===== src/rtl/mips_pkg.sv =====
// Shared types and constants for the MIPS-style front end.
// Holds the fetch FSM state encoding, the opcodes the control unit decodes and the default reset PC.
package mips_pkg;

    typedef enum logic [1:0] {
        IDLE  = 2'd0,
        REQ   = 2'd1,
        VALID = 2'd2
    } if_state_e;

    localparam logic [5:0] OP_RTYPE = 6'b000000;
    localparam logic [5:0] OP_ITYPE = 6'b000001;
    localparam logic [5:0] OP_LW    = 6'b100010;
    localparam logic [5:0] OP_LI    = 6'b100011;
    localparam logic [5:0] OP_SW    = 6'b101010;
    localparam logic [5:0] OP_BEQ   = 6'b000100;
    localparam logic [5:0] OP_BNE   = 6'b000110;
    localparam logic [5:0] OP_J     = 6'b010000;

    localparam logic [31:0] DEFAULT_RESET_PC = 32'h0000_0000;

endpackage


===== src/rtl/instruction_fetch_pc_register.sv =====
// Program counter plus the parked redirect target for redirects that land while a fetch is in flight.
// The fetch address is simply pc_o, so it cannot move until the outstanding request is acknowledged.
module instruction_fetch_pc_register
    import mips_pkg::*;
#(
    parameter int              ADDR_W   = 32,
    parameter int              PC_STEP  = 4,
    parameter logic [ADDR_W-1:0] RESET_PC = ADDR_W'(DEFAULT_RESET_PC)
) (
    input  logic              clock_i,
    input  logic              reset_n_i,
    input  logic              in_req_i,
    input  logic              in_valid_i,
    input  logic              ack_i,
    input  logic              stall_i,
    input  logic              redirect_valid_i,
    input  logic [ADDR_W-1:0] redirect_pc_i,
    output logic [ADDR_W-1:0] pc_o,
    output logic              discard_o
);

    localparam logic [ADDR_W-1:0] STEP = ADDR_W'(PC_STEP);

    logic [ADDR_W-1:0] pc_q, pc_d;
    logic [ADDR_W-1:0] redir_pc_q, redir_pc_d;
    logic              redir_pend_q, redir_pend_d;

    always_comb begin
        pc_d         = pc_q;
        redir_pc_d   = redir_pc_q;
        redir_pend_d = redir_pend_q;
        if (in_req_i) begin
            if (ack_i) begin
                redir_pend_d = 1'b0;
                // A redirect in the ack cycle is newer than any parked one.
                if (redirect_valid_i) begin
                    pc_d = redirect_pc_i;
                end else if (redir_pend_q) begin
                    pc_d = redir_pc_q;
                end
            end else if (redirect_valid_i) begin
                redir_pend_d = 1'b1;
                redir_pc_d   = redirect_pc_i;
            end
        end else if (in_valid_i) begin
            if (redirect_valid_i) begin
                pc_d = redirect_pc_i;
            end else if (!stall_i) begin
                pc_d = pc_q + STEP;
            end
        end
    end

    always_ff @(posedge clock_i or negedge reset_n_i) begin
        if (!reset_n_i) begin
            pc_q         <= RESET_PC;
            redir_pc_q   <= RESET_PC;
            redir_pend_q <= 1'b0;
        end else begin
            pc_q         <= pc_d;
            redir_pc_q   <= redir_pc_d;
            redir_pend_q <= redir_pend_d;
        end
    end

    assign pc_o      = pc_q;
    assign discard_o = in_req_i && ack_i && (redir_pend_q || redirect_valid_i);

endmodule


===== src/rtl/instruction_fetch.sv =====
// Fetch stage: IDLE/REQ/VALID handshake FSM and the instruction register.
// Redirect bookkeeping lives in the PC sub-module; this level decides when a word is kept.
module instruction_fetch
    import mips_pkg::*;
#(
    parameter int                ADDR_W   = 32,
    parameter int                DATA_W   = 32,
    parameter logic [ADDR_W-1:0] RESET_PC = ADDR_W'(DEFAULT_RESET_PC),
    parameter int                PC_STEP  = 4
) (
    input  logic              clock_i,
    input  logic              reset_n_i,
    output logic              imem_req_o,
    output logic [ADDR_W-1:0] imem_addr_o,
    input  logic [DATA_W-1:0] imem_rdata_i,
    input  logic              imem_ack_i,
    input  logic              stall_i,
    input  logic              redirect_valid_i,
    input  logic [ADDR_W-1:0] redirect_pc_i,
    output logic              instr_valid_o,
    output logic [DATA_W-1:0] instr_o,
    output logic [5:0]        opcode_o,
    output logic [ADDR_W-1:0] pc_out_o,
    output logic [ADDR_W-1:0] pc_plus_step_o
);

    if_state_e         state_q, state_d;
    logic [DATA_W-1:0] instr_q, instr_d;
    logic [ADDR_W-1:0] pc_out_q, pc_out_d;
    logic [ADDR_W-1:0] pc;
    logic              discard;

    instruction_fetch_pc_register #(
        .ADDR_W   (ADDR_W),
        .PC_STEP  (PC_STEP),
        .RESET_PC (RESET_PC)
    ) u_pc (
        .clock_i          (clock_i),
        .reset_n_i        (reset_n_i),
        .in_req_i         (state_q == REQ),
        .in_valid_i       (state_q == VALID),
        .ack_i            (imem_ack_i),
        .stall_i          (stall_i),
        .redirect_valid_i (redirect_valid_i),
        .redirect_pc_i    (redirect_pc_i),
        .pc_o             (pc),
        .discard_o        (discard)
    );

    always_comb begin
        state_d  = state_q;
        instr_d  = instr_q;
        pc_out_d = pc_out_q;
        case (state_q)
            IDLE: state_d = REQ;
            REQ: begin
                if (imem_ack_i && !discard) begin
                    instr_d  = imem_rdata_i;
                    pc_out_d = pc;
                    state_d  = VALID;
                end
            end
            VALID: begin
                if (redirect_valid_i || !stall_i) begin
                    state_d = REQ;
                end
            end
            default: state_d = IDLE;
        endcase
    end

    always_ff @(posedge clock_i or negedge reset_n_i) begin
        if (!reset_n_i) begin
            state_q  <= IDLE;
            instr_q  <= '0;
            pc_out_q <= RESET_PC;
        end else begin
            state_q  <= state_d;
            instr_q  <= instr_d;
            pc_out_q <= pc_out_d;
        end
    end

    assign imem_req_o     = (state_q == REQ);
    assign imem_addr_o    = pc;
    assign instr_valid_o  = (state_q == VALID);
    assign instr_o        = instr_q;
    assign opcode_o       = instr_q[DATA_W-1 -: 6];
    assign pc_out_o       = pc_out_q;
    assign pc_plus_step_o = pc_out_q + ADDR_W'(PC_STEP);

endmodule

===== config.mk =====
export PLATFORM = sky130hd
export DESIGN_NAME = instruction_fetch
export DESIGN_NICKNAME = d
export VERILOG_FILES = /design/src/rtl/mips_pkg.sv /design/src/rtl/instruction_fetch_pc_register.sv /design/src/rtl/instruction_fetch.sv
export SDC_FILE = /design/constraint.sdc
export NUM_CORES = 1
export LEC_CHECK = 0
export CAP_MARGIN = 20
export CORE_UTILIZATION = 51
export DETAILED_ROUTE_END_ITERATION = 8
export PLACE_DENSITY = 0.91
export SETUP_SLACK_MARGIN = 0.5
export SLEW_MARGIN = 5
export SYNTH_ARGS = -nofsm -noshare
export SYNTH_HDL_FRONTEND = slang
export SYNTH_SLANG_ARGS = --single-unit

===== constraint.sdc =====
create_clock -name clock_i -period 3 [get_ports clock_i]
set_input_delay 0.3 -clock clock_i [delete_from_list [all_inputs] [get_ports clock_i]]
set_output_delay 0.3 -clock clock_i [all_outputs]
set_load 0.1 [all_outputs]

* Word-level counts from Yosys, hierarchy flattened *
Index checks and enable logic that the tools add are counted.

word-level totals
  register bits after elaboration = 131
  bits of input ports = 69
  output and inout port bits = 136
  logic and storage cells = 43

cells by class
  add/sub/neg operators = 2
  equal/unequal tests = 7
  mux-type cells = 12
  bitwise operators = 1
  reduce and logical (&&, ||, !) cells = 15

operators by type and width
  cell                     count
  $mux W32                 7
  $add A32 B3 Y32 const B  2
  $pmux W2 S3              1
  $reduce_and A2 Y1        3
  $mux W2                  2
  $ne A2 B2 Y1 const B     2
  $reduce_and A4 Y1        1
  $reduce_bool A2 Y1       2
  $logic_and A1 B1 Y1      3
  $ne A3 B1 Y1 const B     1
  $ne A3 B3 Y1 const B     1
  $reduce_and A3 Y1        1
  $eq A2 B1 Y1 const B     1
  $eq A2 B2 Y1 const B     1
  $logic_not A1 Y1         2
  $logic_not A2 Y1         1
  $logic_or A1 B1 Y1       2
  $mux W1                  2
  $ne A2 B1 Y1 const B     1
  $not A1 Y1               1

* Depth between registers and ports, before layout *
  word-level depth = 7
  mapped depth = 10

* Hierarchy *
Synthesis repeated with hierarchy kept, for this count alone.

unflattened totals
  cells, all modules = 602
  area, all modules = 6712.7 µm²

by module, submodules not included
  module                         times used  cells each  area each (µm²)  sequential area each (µm²)
  instruction_fetch_pc_register  1           364         3568.4           1626.6
  instruction_fetch              1           238         3144.3           1651.6

* Worst setup path before layout *
Ideal clock, no wire load.

  path kind = register to output
  from = register pc_out_q[3], in the netlist pc_out_o[3]
  to = output port pc_plus_step_o[26]
  arrival time = 3732 ps
  required time = 2700 ps
  path slack = -1032 ps
  cell stages (with the launch flop) = 6
  buffers on the path = 0
  cell sequence = dfrtp_1 -> ha_1 -> nand4_1 -> nor3_1 -> nand4_1 -> xnor2_1

on the way
  longest elaborated chain between the ends = 1

ends and longest elaborated chain
  item                      RTL line                 text
  start: declaration        instruction_fetch.sv:29  logic [ADDR_W-1:0] pc_out_q, pc_out_d;
  start signal: assignment  instruction_fetch.sv:80  pc_out_q <= pc_out_d;
  $add A32 B3 Y32           instruction_fetch.sv:90  assign pc_plus_step_o = pc_out_q + ADDR_W'(PC_STEP);
  end: declaration          instruction_fetch.sv:24  output logic [ADDR_W-1:0] pc_plus_step_o

No other way between the ends.

* Final worst setup path *
  from = register pc_out_q[3], in the netlist pc_out_o[3]
  to = output port pc_plus_step_o[20]

Same word-level chain as after synthesis.

==> run summary <==
outcome: finished clean
diode count: 0
Synth Register Bits: 131
GPL Wtd Cong: 0.880
maxcap violations: 0
initial antenna violation count: 0
Clock Path Buffers: 2
slew margin rel.: 33.1%
Synthesized Nets: 684
XOR/XNOR Fraction of Synth Area: 3.71%
Worst Setup EP: pc_plus_step_o[20]
Main synth FF type: dfrtp_1
GRT Overall Usage: 28.6%
count of final max-slew check failures: 0
worst reg-to-reg setup slack: 0.66 ns
mean post-synth cell area: 10.8 sq um
Initial Utilization: 52.3%
Port Buffers: 204
mux share of post-synthesis cell area: 16.2%
WP data arrival: 2.16 ns
Critical Path RT: 2.70 ns
Routed WL: 18600 um
most numerous cell in the Yosys netlist: dfrtp_1
H-tree levels: 4
YS warnings: 0
Worst-path clk slew: 0.05 ns
post-synth top area cell: dfrtp_1
Yosys cell types: 54
endpoint type of the worst setup path: primary output
drt drc: 0
Post-Synth Adder-Cell Area: 0.947%
layout cell share with drive strength beyond 1: 39.6%
synthesized netlist cell count: 610
Post-Synth Simple-Gate Area: 13.1%
top cell type's share of synthesized area: 49.6%
RSZ-0062 raised after global routing: true
Fin. Hold Viols: 0
CORE AREA: 12600 sq um
setup TNS: 0 ns
Mapped Area: 6610 sq um
synth-to-layout area growth: 48.7%
largest net degree at the start of global routing: 124
R2R depth: 6
Top Usage Layer GRT: met2
Die Ht: 116 um
DRT iter0 DRCs: 443
vias in the first global route: 5860
Slew @ Worst Pin: 1.00 ns
clk sinks: 131
Synth top cells by count: dfrtp_1 (131), mux2_2 (93), o21ai_0 (54)
CTS Buf Count: 17
Peak Freq: 406 MHz
Final setup viols: 0
Period minus WS final: 2.46 ns
clk_lat worst skew: 0.42 ns
crit share post-route: 82.0%
routed via count: 5816
die area: 13400 sq um
worst flop-to-flop path endpoint: u_pc.pc_o[18]
Overflow after GRT: 0
met1 usage: 37.0%
DR vias/cell: 5.87
cell row count: 41
Antenna Nets Post-Route: 0
Crit Path Max Fanout: 7
dpl hpwl: 12800 um
Seq/Total Area, Yosys: 49.6%
Routed WL per cell: 18.8 um
nets@finish: 882
number of fill cells in the layout: 822
largest family of logic cells by synthesized area: multiplexers
ys async rst share: 100%
global-route wire length before repair: 29400 um
met2 Use GR: 47.7%
clock skew: 0.00700 ns
First-pass DRT Iterations: 7
Synth Area in Compound Gates: 12.5%
CTS root buf: clkbuf_16
# IOs: 205
hold crit path type: input port to async pin
worst r2r src: u_pc.pc_o[2]
Die W: 116 um
CP Launch Point: pc_out_o[3]
WS Path Type: flop to primary output
top post-synthesis cells by area: dfrtp_1 (50%), mux2_2 (16%), o21ai_0 (4.1%), xnor2_1 (2.9%), nor2_1 (2.3%)
Critical Path Start Type: flop
number of flops mapped to enable cells by yosys: 0
CTS tree: built
GR Util met3: 4.97%
==> state kept, by name, indices dropped and copies added (netlist names) <==
register,count
instr_o,32
pc_out_o,32
u_pc.pc_o,32
u_pc.redir_pc_q,32
state_q,2
u_pc.redir_pend_q,1
==> cells by family (layout without fill, tap and decap cells) <==
kind of cell,Yosys count,after routing
AND/OR/NAND/NOR,163,163
flip-flops,131,131
AO/OA/AOI/OAI,130,130
multiplexers,95,95
buffers and inverters,58,267
XOR/XNOR,28,28
adder cells (fa/ha/maj),5,5
==> per-stage QoR <==
stage	hold WS, ns	util [%]	area (sq um)	setup WS (ns)	instances
after floorplan	0.00441	-	7100	0.346	610
after global placement	0.488	72.3	9130	0.664	949
after detailed placement	0.492	72.3	9130	0.587	949
after CTS	0.116	77.3	9750	0.505	986
after global routing	0.480	77.9	9830	0.449	991
final	0.431	77.9	9830	0.539	991
==> routing by layer <==
metal  vias up  routed length, um  share of wire, %
met2       264               9460                51
met5         -                  0                 0
li1       2625                  -                 -
met1      2887               7560                41
met3        40               1150               6.2
met4         0                427               2.3
==> worst min path at each step <==
stage          cells past startpoint            endpoint
2_1_floorplan                      0          instr_o[0]
3_3_place_gp                       1  u_pc.redir_pc_q[9]
3_5_place_dp                       1  u_pc.redir_pc_q[2]
4_1_cts                            1  u_pc.redir_pc_q[3]
5_1_grt                            2  u_pc.redir_pc_q[5]
6_report                           2  u_pc.redir_pc_q[2]
==> worst max-delay path, cell delays in order (launching register included) <==
cell and delay [ns]:
dfrtp_4 0.45, ha_4 0.16, nand4_1 0.19, nor3_4 0.17, buf_6 0.16, nand4_1 0.20, xnor2_4 0.24, buf_12 0.19
==> cell type report <==
| class | count | area [sq um] | share of cell area [%] |
|---|---|---|---|
| timing repair buffer | 226 | 2150 | 21.9 |
| clock inverter | 6 | 80.1 | 0.815 |
| inverter | 11 | 41.3 | 0.420 |
| multi-input combinational | 421 | 3520 | 35.8 |
| clock buffer | 24 | 482 | 4.90 |
| sequential | 131 | 3340 | 33.9 |
| tap | 172 | 215 | 2.19 |
==> timing repair <==
action / 4_1_cts / 5_1_grt
endpoints found under the hold margin: 0 / 59
cloned: 0 / 0
setup endpoints to repair: 14 / 12
pin swaps: 8 / 7
hold buffers: 0 / 1
buffers inserted: 7 / 2
gates resized for setup: 5 / 3
==> cell usage in the layout (no fill, tap or decap), types with 9 or more instances in the layout <==
| cell type | count |
|---|---|
| buf_12 | 15 |
| nor2_1 | 40 |
| buf_4 | 114 |
| a31oi_1 | 9 |
| inv_1 | 11 |
| a21oi_1 | 21 |
| nand4_1 | 18 |
| nand2_1 | 35 |
| a22oi_1 | 9 |
| dfrtp_4 | 10 |
| dfrtp_2 | 16 |
| a222oi_1 | 9 |
| mux2_2 | 93 |
| o21ai_0 | 54 |
| xnor2_4 | 16 |
| nand3_1 | 18 |
| and3_1 | 9 |
| clkbuf_16 | 17 |
| clkdlybuf4s50_1 | 92 |
| dfrtp_1 | 105 |
Power is not shown: default switching activity piles up to over one toggle a cycle in this logic, so the estimate is an artifact.
